**config.mk**
```make
export PLATFORM = sky130hd
export DESIGN_NAME = gray_fifo_ctrl
export DESIGN_NICKNAME = d
export VERILOG_FILES = /design/src/rtl/gray_fifo_ctrl.sv
export SDC_FILE = /design/constraint.sdc
export NUM_CORES = 1
export LEC_CHECK = 0
export ABC_AREA = 0
export ABC_CLOCK_PERIOD_IN_PS = 1600
export BUFFER_PORTS_ARGS = -buffer_cell sky130_fd_sc_hd__buf_2
export CORE_MARGIN = 8
export CORE_UTILIZATION = 25
export CTS_CLUSTER_DIAMETER = 60
export DETAILED_ROUTE_END_ITERATION = 16
export SYNTH_ARGS = -nofsm -noshare
export SYNTH_HDL_FRONTEND = slang
export SYNTH_SLANG_ARGS = --single-unit
```
**constraint.sdc**
```tcl
create_clock -name iw_clk -period 1.6 [get_ports iw_clk]
set_clock_uncertainty 0.1 [all_clocks]
set_input_delay 0.24 -clock iw_clk [delete_from_list [all_inputs] [get_ports iw_clk]]
set_output_delay 0.24 -clock iw_clk [all_outputs]
set_load 0.03 [all_outputs]
```
**src/rtl/gray_fifo_ctrl.sv**
```systemverilog
// Single-clock FIFO pointer controller holding read/write pointers in Gray code only.
// Define GRAY_FIFO_LEVEL_EN to add the registered occupancy output owv_level.
module gray_fifo_ctrl #(
  parameter int ADDR_WIDTH = 2
) (
  input  logic                  iw_clk,
  input  logic                  iw_reset,
  input  logic                  iw_wr_req,
  input  logic                  iw_rd_req,
  output logic                  ow_wr_en,
  output logic [ADDR_WIDTH-1:0] owv_wr_addr,
  output logic                  ow_rd_en,
  output logic [ADDR_WIDTH-1:0] owv_rd_addr,
  output logic                  ow_full,
  output logic                  ow_empty,
  output logic [ADDR_WIDTH:0]   owv_wr_ptr_gray,
  output logic [ADDR_WIDTH:0]   owv_rd_ptr_gray,
  output logic                  ow_overflow,
  output logic                  ow_underflow
`ifdef GRAY_FIFO_LEVEL_EN
  ,
  output logic [ADDR_WIDTH:0]   owv_level
`endif
);

  localparam int PW = ADDR_WIDTH + 1;
  localparam logic [PW-1:0] ONE = PW'(1);
  // Full when the two MSBs of the Gray pointers differ and all lower bits match.
  localparam logic [PW-1:0] FULL_MASK = PW'(3) << (ADDR_WIDTH - 1);

  if (ADDR_WIDTH < 1) begin : g_bad_width
    $error("gray_fifo_ctrl: ADDR_WIDTH must be > 0");
  end

  function automatic logic [PW-1:0] gray2bin(input logic [PW-1:0] g);
    logic [PW-1:0] b;
    b[PW-1] = g[PW-1];
    for (int i = PW - 2; i >= 0; i--) b[i] = b[i+1] ^ g[i];
    return b;
  endfunction

  function automatic logic [PW-1:0] bin2gray(input logic [PW-1:0] b);
    return b ^ (b >> 1);
  endfunction

  logic [PW-1:0] wr_bin, rd_bin;
  logic [PW-1:0] wr_bin_next, rd_bin_next;
  logic [PW-1:0] wr_gray_next, rd_gray_next;
  logic          full_next, empty_next;

  assign ow_wr_en    = iw_wr_req & ~ow_full;
  assign ow_rd_en    = iw_rd_req & ~ow_empty;
  assign owv_wr_addr = wr_bin[ADDR_WIDTH-1:0];
  assign owv_rd_addr = rd_bin[ADDR_WIDTH-1:0];

  always_comb begin
    wr_bin       = gray2bin(owv_wr_ptr_gray);
    rd_bin       = gray2bin(owv_rd_ptr_gray);
    wr_bin_next  = ow_wr_en ? wr_bin + ONE : wr_bin;
    rd_bin_next  = ow_rd_en ? rd_bin + ONE : rd_bin;
    wr_gray_next = bin2gray(wr_bin_next);
    rd_gray_next = bin2gray(rd_bin_next);
    empty_next   = (wr_gray_next == rd_gray_next);
    full_next    = (wr_gray_next == (rd_gray_next ^ FULL_MASK));
  end

  // NOTE: state registers use non-blocking assignments so every flop samples pre-edge values.
  always_ff @(posedge iw_clk or posedge iw_reset) begin
    if (iw_reset) begin
      owv_wr_ptr_gray <= '0;
      owv_rd_ptr_gray <= '0;
      ow_full         <= 1'b0;
      ow_empty        <= 1'b1;
      ow_overflow     <= 1'b0;
      ow_underflow    <= 1'b0;
    end else begin
      owv_wr_ptr_gray <= wr_gray_next;
      owv_rd_ptr_gray <= rd_gray_next;
      ow_full         <= full_next;
      ow_empty        <= empty_next;
      ow_overflow     <= ow_overflow | (iw_wr_req & ow_full);
      ow_underflow    <= ow_underflow | (iw_rd_req & ow_empty);
    end
  end

`ifdef GRAY_FIFO_LEVEL_EN
  logic [PW-1:0] level_next;
  assign level_next = wr_bin_next - rd_bin_next;

  always_ff @(posedge iw_clk or posedge iw_reset) begin
    if (iw_reset) owv_level <= '0;
    else          owv_level <= level_next;
  end
`endif

endmodule

```
# Word-level counts from Yosys, hierarchy flattened

Index checks and enable logic that the tools add are counted.

Flip-flop bits (word level): 10
Input bits: 4
Output and inout bits: 16
Word-level logic and storage cells: 27

Add/sub/neg operators: 2
Eq/ne operators: 2
Muxes and demuxes: 2
Bitwise operators: 15

Operator list:

| cell                                        | number |
|---|---|
| adder 3 x 1 -> 3 bit, second input constant | 2 |
| equality test 3 bit                         | 2 |
| two-way mux 3 bit                           | 2 |
| bitwise XOR 3 x 2 -> 3 bit                  | 2 |
| bitwise AND 1 bit                           | 4 |
| bitwise XOR 1 bit                           | 4 |
| NOT 1 bit                                   | 2 |
| NOT 2 bit                                   | 1 |
| bitwise OR 1 bit                            | 2 |

# Depth between registers and ports, before layout

Gate-level depths: netlist (run 1).

Word-level depth: 7
Mapped depth: 4
Mapped depth without buffers: 4

# Least setup slack after synthesis (run 1)

OpenSTA, ideal clock, no wires.

Path kind: reg-to-reg
Start: reg ow_full
End: reg ow_full
Arrival time: 1.675 ns
Required time: 1.420 ns
Setup slack: -0.255 ns
Cell stages (with the launch flop): 5
Period minus slack after synthesis: 1.855 ns
Cells stage by stage: dfrtp_1 > nor2b_1 > mux2i_1 > xnor2_1 > nor3b_2

Longest elaborated chain between the ends: 5

RTL lines:

| element                    | line | source |
|---|---|---|
| start: declaration         | 14   | `output logic ow_full,` |
| start signal: assignment   | 79   | `ow_full <= full_next;` |
| NOT 1 bit                  | 51   | `assign ow_wr_en = iw_wr_req & ~ow_full;` |
| bitwise AND 1 bit          | 51   |  |
| named net ow_wr_en         | 10   | `output logic ow_wr_en,` |
| two-way mux 3 bit          | 59   | `wr_bin_next = ow_wr_en ? wr_bin + ONE : wr_bin;` |
| bitwise XOR 3 x 2 -> 3 bit | 43   | `return b ^ (b >> 1);` |
| equality test 3 bit        | 64   | `full_next = (wr_gray_next == (rd_gray_next ^ FULL_MASK));` |
| named net full_next        | 49   | `logic full_next, empty_next;` |

The timed path passes the listed nets, and every way through them passes these cells.

# Final worst setup path (run 1)

Start: reg ow_full
End: reg ow_empty

Longest elaborated chain between the ends: 5

RTL lines:

| element                    | line | source |
|---|---|---|
| NOT 1 bit                  | 51   |  |
| bitwise AND 1 bit          | 51   |  |
| two-way mux 3 bit          | 59   |  |
| named net wr_bin_next[2]   | 47   | `logic [PW-1:0] wr_bin_next, rd_bin_next;` |
| bitwise XOR 3 x 2 -> 3 bit | 43   |  |
| equality test 3 bit        | 63   | `empty_next = (wr_gray_next == rd_gray_next);` |
| named net empty_next       | 49   |  |
| end signal: assignment     | 80   | `ow_empty <= empty_next;` |
| end: declaration           | 15   | `output logic ow_empty,` |

The timed path passes the listed nets, and every way through them passes these cells.

==> results of run 1 <==
## timing repair
item	4_1_cts	5_1_grt
setup endpoints to repair	3	3
endpoints found under the hold margin	9	0
resized for setup	5	7
hold buffers	1	0
buffers inserted	2	1
pin swaps	3	4
## logic make-up after synthesis
family,Yosys count
buffers and inverters,9
XOR/XNOR,7
flip-flops,10
AND/OR/NAND/NOR,8
multiplexers,6
AO/OA/AOI/OAI,2
## state kept, by name, indices dropped and copies added, names as in the netlist
| name | flops |
|---|---|
| ow_underflow | 1 |
| ow_empty | 1 |
| owv_wr_ptr_gray | 3 |
| owv_rd_ptr_gray | 3 |
| ow_full | 1 |
| ow_overflow | 1 |
## path summary, 6_finish.rpt
| kind | to | depth (start not counted) | slack [ns] | from |
|---|---|---|---|---|
| setup / recovery | ow_empty | 4 | 0.04 | ow_full |
| hold / removal | ow_underflow | 2 | 0.12 | iw_rd_req |
| setup reg to reg | ow_empty | 4 | 0.04 | ow_full |
| hold reg to reg | ow_underflow | 1 | 0.35 | ow_underflow |
| max in group asynchronous | ow_empty | 3 | 0.68 | iw_reset |
| min in group asynchronous | owv_rd_ptr_gray[0] | 3 | 0.40 | iw_reset |
## worst max-delay path, cell delays in order (launching register included)
cell and delay, ns:
dfrtp_2 0.45, nor3b_4 0.22, mux2_4 0.36, xnor2_4 0.18
and3_1 0.18
## cell usage after synthesis
master	n
inv_1	9
mux2_4	2
dfrtp_1	9
and3_1	1
xnor2_2	1
nor3b_2	3
mux2i_1	4
xnor2_1	6
nor2b_1	2
dfstp_2	1
a21o_1	2
nand3b_1	2
## layout make-up
class | count | area (µm²) | area share
Inverter | 9 | 33.8 | 0.0412
Sequential cell | 10 | 255 | 0.311
Multi-Input combinational cell | 23 | 294 | 0.358
Tap cell | 27 | 33.8 | 0.0412
Timing Repair Buffer | 28 | 178 | 0.216
Clock buffer | 4 | 26.3 | 0.0320
## metal layers
metal  up-vias  wire [µm]
met5         -          0
met4         0         14
met3         2         89
met2        11        668
met1       181        443
li1        197          -
## stage by stage
stage	cell area [µm²]	hold slack, ns
6_report	821	0.119
5_1_grt	821	0.126
4_1_cts	777	0.112
3_5_place_dp	709	0.143
3_3_place_gp	709	0.124
2_1_floorplan	536	-0.0205
==> results.cfg, run 1 <==
[synth]
compound_cell_area_share_of_the_yosys_netlist = 0.0294
yosysTopAreaCell = dfrtp_1
syn_inst = 42
yosys_register_bits = 10
ys_seq_area_frac = 0.493
yosys_warnings = 0
synth.lib_cells_used.distinct = 12
largest_cells_by_area_after_synthesis = dfrtp_1, xnor2_1, mux2i_1
synth.cell_area_um2 = 510
synth.net_count = 46
synth-simple-area-share = 0.140
largest_family_of_logic_cells_by_synthesized_area = simple AND/OR/NAND/NOR gates
synthXorXnorAreaFrac = 0.135
synth_top_cell_area_share = 0.441
synthAdderAreaFrac = 0
share_of_synthesized_area_spent_on_multiplexers = 0.137
avgSynthCellArea_um2 = 12.2

[worst_setup_path]
worst_setup_path_end_kind = register
worstSetupPathType = reg2reg
critical_path.max_fanout = 5
cp.required_ns = 1.70
cp_launch_type = register
worst-endpoint-arrival_ns = 1.66

[timing]
tightestPinTransition_ns = 0.389
unrepaired_setup_endpoints_after_global_routing = true
max_clock_freq_mhz = 639
final.setup.tns_ns = 0
timing_max_transition_violations_final = 0
min_period_ns = 1.56
max_slew_margin = 0.741
report.final.setup_viol = 0
layout_setup_ws_ns = 0.0357
hold_viol = 0
finalCritPeriodShare = 0.978

[clock_network]
tritoncts_clock_tree = yes
cts.reportedPaths.clkPinSlew_ns = 0.07
ctsLongestPathBuffers = 2
clock_latency_reported_for_the_late_side_of_the_worst_skew_pair_ns = 0.26
numCtsBuffers = 3
clock_sinks = 10
htree_num_levels = 1
cts_root_buffer = clkbuf_4

[placed_design]
dpl.hpwl_um = 926
number_of_i_o_port_buffers = 19
gp_routability_congestion = 0.673
place_ws_ns = 0.0465
post-place-cells = 94

[grt]
grt_use_total = 0.0756
grt_pass1_vias = 429
grt.overflow.total = 0
grtUsageMet3 = 0.0438
grt_first_pass_wirelength_um = 1990
grt_max_degree = 11
grt.met1_usage = 0.0737
groute.layer.met2.usage = 0.128
grt-busiest-layer = met2
initial_antenna_violation_count = 0

[final_layout]
syn_to_final_growth_pct = 60.8
layout.filler_cells = 206
layout.cells.most_common_list = buf_2, inv_1, buf_4
layout.cells.most_common = buf_2
layout.nets = 79
num_antenna_cells = 0
fraction_of_layout_cells_with_a_size_suffix_above_1 = 0.622
postLayoutCoreUtil = 0.423
post_layout_nonfiller_instances = 101

[routing]
routed_wl_um = 1220
drcViolationCount = 0
dr.pass1.iters = 3
post_dr_wirelength_cell_um = 12.0
residual_antenna_violating_net_count_after_detailed_routing = 0
num_vias = 391
detail_route.iter0.violations = 16
vias_per_cell = 3.87

[run]
cap_viol_max_count = 0

[die]
fp.coreArea_mm2 = 0.00194
num_rows = 16
total_die_area_mm2 = 0.00374
floorplan.initialDensity = 0.263
die_height_um = 61.2
floorplan.die.width_um = 61.2
num_io_pins = 20

[hold_path]
min-delay-path-class = in2reg

[status]
status = finished, final reports clean
Power of run 1 is left out: the tool's default activity adds up to more than one toggle a clock period on the data nets, which glitch-free logic cannot reach.
==> inputs of run 2 (changes only) <==
Settings changed: CAP_MARGIN set to 20, CORE_AREA set to 8 8 45 47, CORE_MARGIN 8 to unset, CORE_UTILIZATION 25 to unset, DIE_AREA set to 0 0 53 55, PLACE_DENSITY set to 0.68.
==> results.cfg, run 2 (same netlist as run 1, synthesis figures left out) <==
[status]
status = finished, final reports clean

[timing]
max_clock_freq_mhz = 638
min_period_ns = 1.57
tightestPinTransition_ns = 0.371
max_slew_margin = 0.753
hold_viol = 0
unrepaired_setup_endpoints_after_global_routing = true
timing_max_transition_violations_final = 0
finalCritPeriodShare = 0.980
report.final.setup_viol = 0
layout_setup_ws_ns = 0.0320

[worst_setup_path]
cp_launch_type = register
critical_path.max_fanout = 3
worst_setup_path_end_kind = output port
cp.required_ns = 1.26
worst-endpoint-arrival_ns = 1.23
worstSetupPathType = reg2out

[grt]
grt.overflow.total = 0
grt_pass1_vias = 398
grt_use_total = 0.0919
grt_first_pass_wirelength_um = 1860
initial_antenna_violation_count = 0
grt_max_degree = 11

[routing]
routed_wl_um = 1170
vias_per_cell = 4.30
post_dr_wirelength_cell_um = 13.0
detail_route.iter0.violations = 5
num_vias = 387
drcViolationCount = 0
dr.pass1.iters = 2
residual_antenna_violating_net_count_after_detailed_routing = 0

[clock_network]
ctsLongestPathBuffers = 2
clock_sinks = 10
tritoncts_clock_tree = yes
clock_latency_reported_for_the_late_side_of_the_worst_skew_pair_ns = 0.26
numCtsBuffers = 3
cts.reportedPaths.clkPinSlew_ns = 0.06
htree_num_levels = 1
cts_root_buffer = clkbuf_4

[placed_design]
dpl.hpwl_um = 840
number_of_i_o_port_buffers = 19
placed_cell_area_um2 = 666
gp_routability_congestion = 0.678
place_ws_ns = 0.0309

[die]
num_rows = 14
total_die_area_mm2 = 0.00292
floorplan.initialDensity = 0.369
num_io_pins = 20
fp.coreArea_mm2 = 0.00138
die_height_um = 55
floorplan.die.width_um = 53

[final_layout]
num_antenna_cells = 0
syn_to_final_growth_pct = 61.8
reg_top3 = owv_rd_ptr_gray (3), owv_wr_ptr_gray (3)
layout.cells.most_common = buf_2
layout.cell_area.non_filler_um2 = 826
layout.nets = 79
fraction_of_layout_cells_with_a_size_suffix_above_1 = 0.676
postLayoutCoreUtil = 0.597
layout.filler_cells = 120
layout.area.seq_um2 = 254
multi_input_comb_area_um2 = 304
layout.cells.most_common_list = buf_2, inv_1, buf_4

[hold_path]
min-delay-path-class = in2reg

[run]
cap_viol_max_count = 0
run 2: cell counts in the layout (fill, tap and decap cells not counted):
No cell type changed its count.
run 2: final cells by class:
class | instances | area share
Inverter | 9 | 0.0409
Sequential cell | 10 | 0.308
Timing Repair Buffer | 28 | 0.215
Clock buffer | 4 | 0.0439
Multi-Input combinational cell | 23 | 0.368
Tap cell | 16 | 0.0242
run 2: timing repair:
| action | CTS | global route |
|---|---|---|
| gates resized for setup | 4 | 10 |
| endpoints found under the setup margin | 4 | 5 |
| pin swaps | 2 | 5 |
| buffers inserted | 4 | 2 |
| hold endpoints to repair | 9 | 0 |
| hold buffers | 1 | 0 |
run 2: critical path, cell delays in order, from the launching register on:
cell     delay (ns)
dfrtp_1        0.42
xnor2_2        0.26
xnor2_2        0.15
buf_6          0.15
run 2: layer usage:
| metal | track usage | wire length (µm) | vias to the layer above |
|---|---|---|---|
| met1 | 0.0883 | 417 | 184 |
| met3 | 0.0481 | 75 | 2 |
| li1 | - | - | 194 |
| met4 | 0.0517 | 14 | 0 |
| met5 | 0 | 0 | - |
| met2 | 0.156 | 662 | 7 |
run 2: path summary, 6_finish.rpt:
check,startpoint,endpoint,slack (ns),depth (start not counted)
max,owv_rd_ptr_gray[1],owv_rd_addr[0],0.03,3
min,iw_rd_req,ow_underflow,0.12,2
max reg2reg,ow_empty,ow_empty,0.07,4
min reg2reg,ow_underflow,ow_underflow,0.35,1
max in group asynchronous,iw_reset,ow_empty,0.70,3
min in group asynchronous,iw_reset,ow_overflow,0.39,3
run 2: through the flow:
step | setup TNS, ns | hold WS [ns] | instances
after CTS | 0 | 0.115 | 88
after floorplan | -0.000365 | -0.0205 | 42
after global placement | 0 | 0.128 | 79
after detailed placement | 0 | 0.127 | 79
final | 0 | 0.119 | 90
after global routing | -0.0903 | 0.118 | 90
Power of run 2 is left out for the same reason.
==> inputs of run 3 (changes only) <==
Settings changed: CORE_AREA 8 8 45 47 to unset, CORE_MARGIN set to 8, CORE_UTILIZATION set to 35, DIE_AREA 0 0 53 55 to unset, PLACE_DENSITY 0.68 to 0.64.
==> results.cfg, run 3 (same netlist as run 1, synthesis figures left out) <==
[final_layout]
layout.nets = 80
layout.filler_cells = 116
num_antenna_cells = 0
layout.cells.most_common = buf_2
postLayoutCoreUtil = 0.633
reg_top3 = owv_rd_ptr_gray (3), owv_wr_ptr_gray (3)
syn_to_final_growth_pct = 65.4
fraction_of_layout_cells_with_a_size_suffix_above_1 = 0.693
layout.cells.most_common_list = buf_2, inv_1, buf_4

[clock_network]
htree_num_levels = 1
cts_root_buffer = clkbuf_4
clock_latency_reported_for_the_late_side_of_the_worst_skew_pair_ns = 0.27
numCtsBuffers = 3
cts.reportedPaths.clkPinSlew_ns = 0.07
ctsLongestPathBuffers = 2
clock_sinks = 10
tritoncts_clock_tree = yes

[routing]
detail_route.iter0.violations = 3
drcViolationCount = 0
routed.top_layer = met4
wl_met2_um = 544
post_dr_wirelength_cell_um = 13.1
routed_wl_um = 1180
dr.pass1.iters = 4
vias_per_cell = 4.40
num_vias = 396
residual_antenna_violating_net_count_after_detailed_routing = 0
met1Wirelength_um = 520
wl_met3_um = 101

[worst_setup_path]
cp_launch_type = register
crit-reg2reg-launch = ow_full
worstSetupPathType = reg2out
setup.reg_to_reg.worst_slack_ns = 0.06
worst-endpoint-arrival_ns = 1.22
cp.required_ns = 1.26
worst_setup_path_end_kind = output port
worst_r2r_endpoint = ow_empty
reg2regPathDepth = 4
critical_path.max_fanout = 3

[run]
cap_viol_max_count = 0

[timing]
max_clock_freq_mhz = 639
hold_viol = 0
max_slew_margin = 0.747
report.final.setup_viol = 0
finalCritPeriodShare = 0.978
timing_max_transition_violations_final = 0
unrepaired_setup_endpoints_after_global_routing = true
min_period_ns = 1.56
tightestPinTransition_ns = 0.380

[hold_path]
hold_start = iw_rd_req
holdPathStages = 2
min-delay-path-class = in2reg
min_to = ow_underflow

[status]
status = finished, final reports clean

[die]
floorplan.die.width_um = 54.2
num_io_pins = 20
fp.coreArea_mm2 = 0.00133
floorplan.initialDensity = 0.383
total_die_area_mm2 = 0.00294
die_height_um = 54.2
num_rows = 13

[placed_design]
dpl.hpwl_um = 785
number_of_i_o_port_buffers = 19
gp_routability_congestion = 0.679

[grt]
grt_first_pass_wirelength_um = 1750
grt_max_degree = 11
grt.overflow.total = 0
grt_pass1_vias = 403
initial_antenna_violation_count = 0
grt_use_total = 0.0854
## run 3: timing repair
action                     4_1_cts  5_1_grt
gates resized for setup          4       16
pin swaps                        2        3
hold endpoints to repair         9        0
setup endpoints to repair        4        5
hold buffers                     1        0
setup buffers                    3        3
## run 3: layout make-up
type                       instances  area [µm²]  area share
clock buffer                       4        36.3      0.0430
inverter                           9        33.8      0.0400
multi-input combinational         23         305       0.361
sequential                        10         255       0.302
tap                               15        18.8      0.0222
timing repair buffer              29         195       0.231
## run 3: stage by stage
| stage | setup TNS (ns) | instances | area [µm²] | hold WS, ns | setup WS [ns] |
|---|---|---|---|---|---|
| 2_1_floorplan | -0.000365 | 42 | 536 | -0.0205 | -0.000365 |
| 6_report | 0 | 90 | 845 | 0.109 | 0.0354 |
| 3_3_place_gp | 0 | 79 | 672 | 0.132 | 0.0775 |
| 3_5_place_dp | 0 | 79 | 672 | 0.129 | 0.0581 |
| 5_1_grt | -0.0484 | 90 | 845 | 0.103 | -0.0174 |
| 4_1_cts | 0 | 87 | 761 | 0.103 | 0.0197 |
## run 3: critical path, cell delays in order (launching register included)
cell,delay (ns)
dfrtp_2,0.45
xnor2_4,0.22
xnor2_2,0.14
buf_6,0.15
## run 3: per-layer routing
layer / vias to the layer above / track usage
met2: 10 / 0.139
met4: 0 / 0.0369
met3: 2 / 0.0579
met5: - / 0
li1: 197 / -
met1: 187 / 0.0824
## run 3: worst max path at each step
stage               slack (ns)  cells past startpoint          startpoint             end
floorplan              -0.0004                      4  owv_wr_ptr_gray[0]        ow_empty
global placement          0.08                      4             ow_full        ow_empty
detailed placement        0.06                      4             ow_full        ow_empty
CTS                       0.02                      4  owv_rd_ptr_gray[1]  owv_rd_addr[1]
global route             -0.02                      5  owv_rd_ptr_gray[2]         ow_full
finish                    0.04                      3  owv_rd_ptr_gray[1]  owv_rd_addr[0]
Power of run 3 is left out for the same reason.
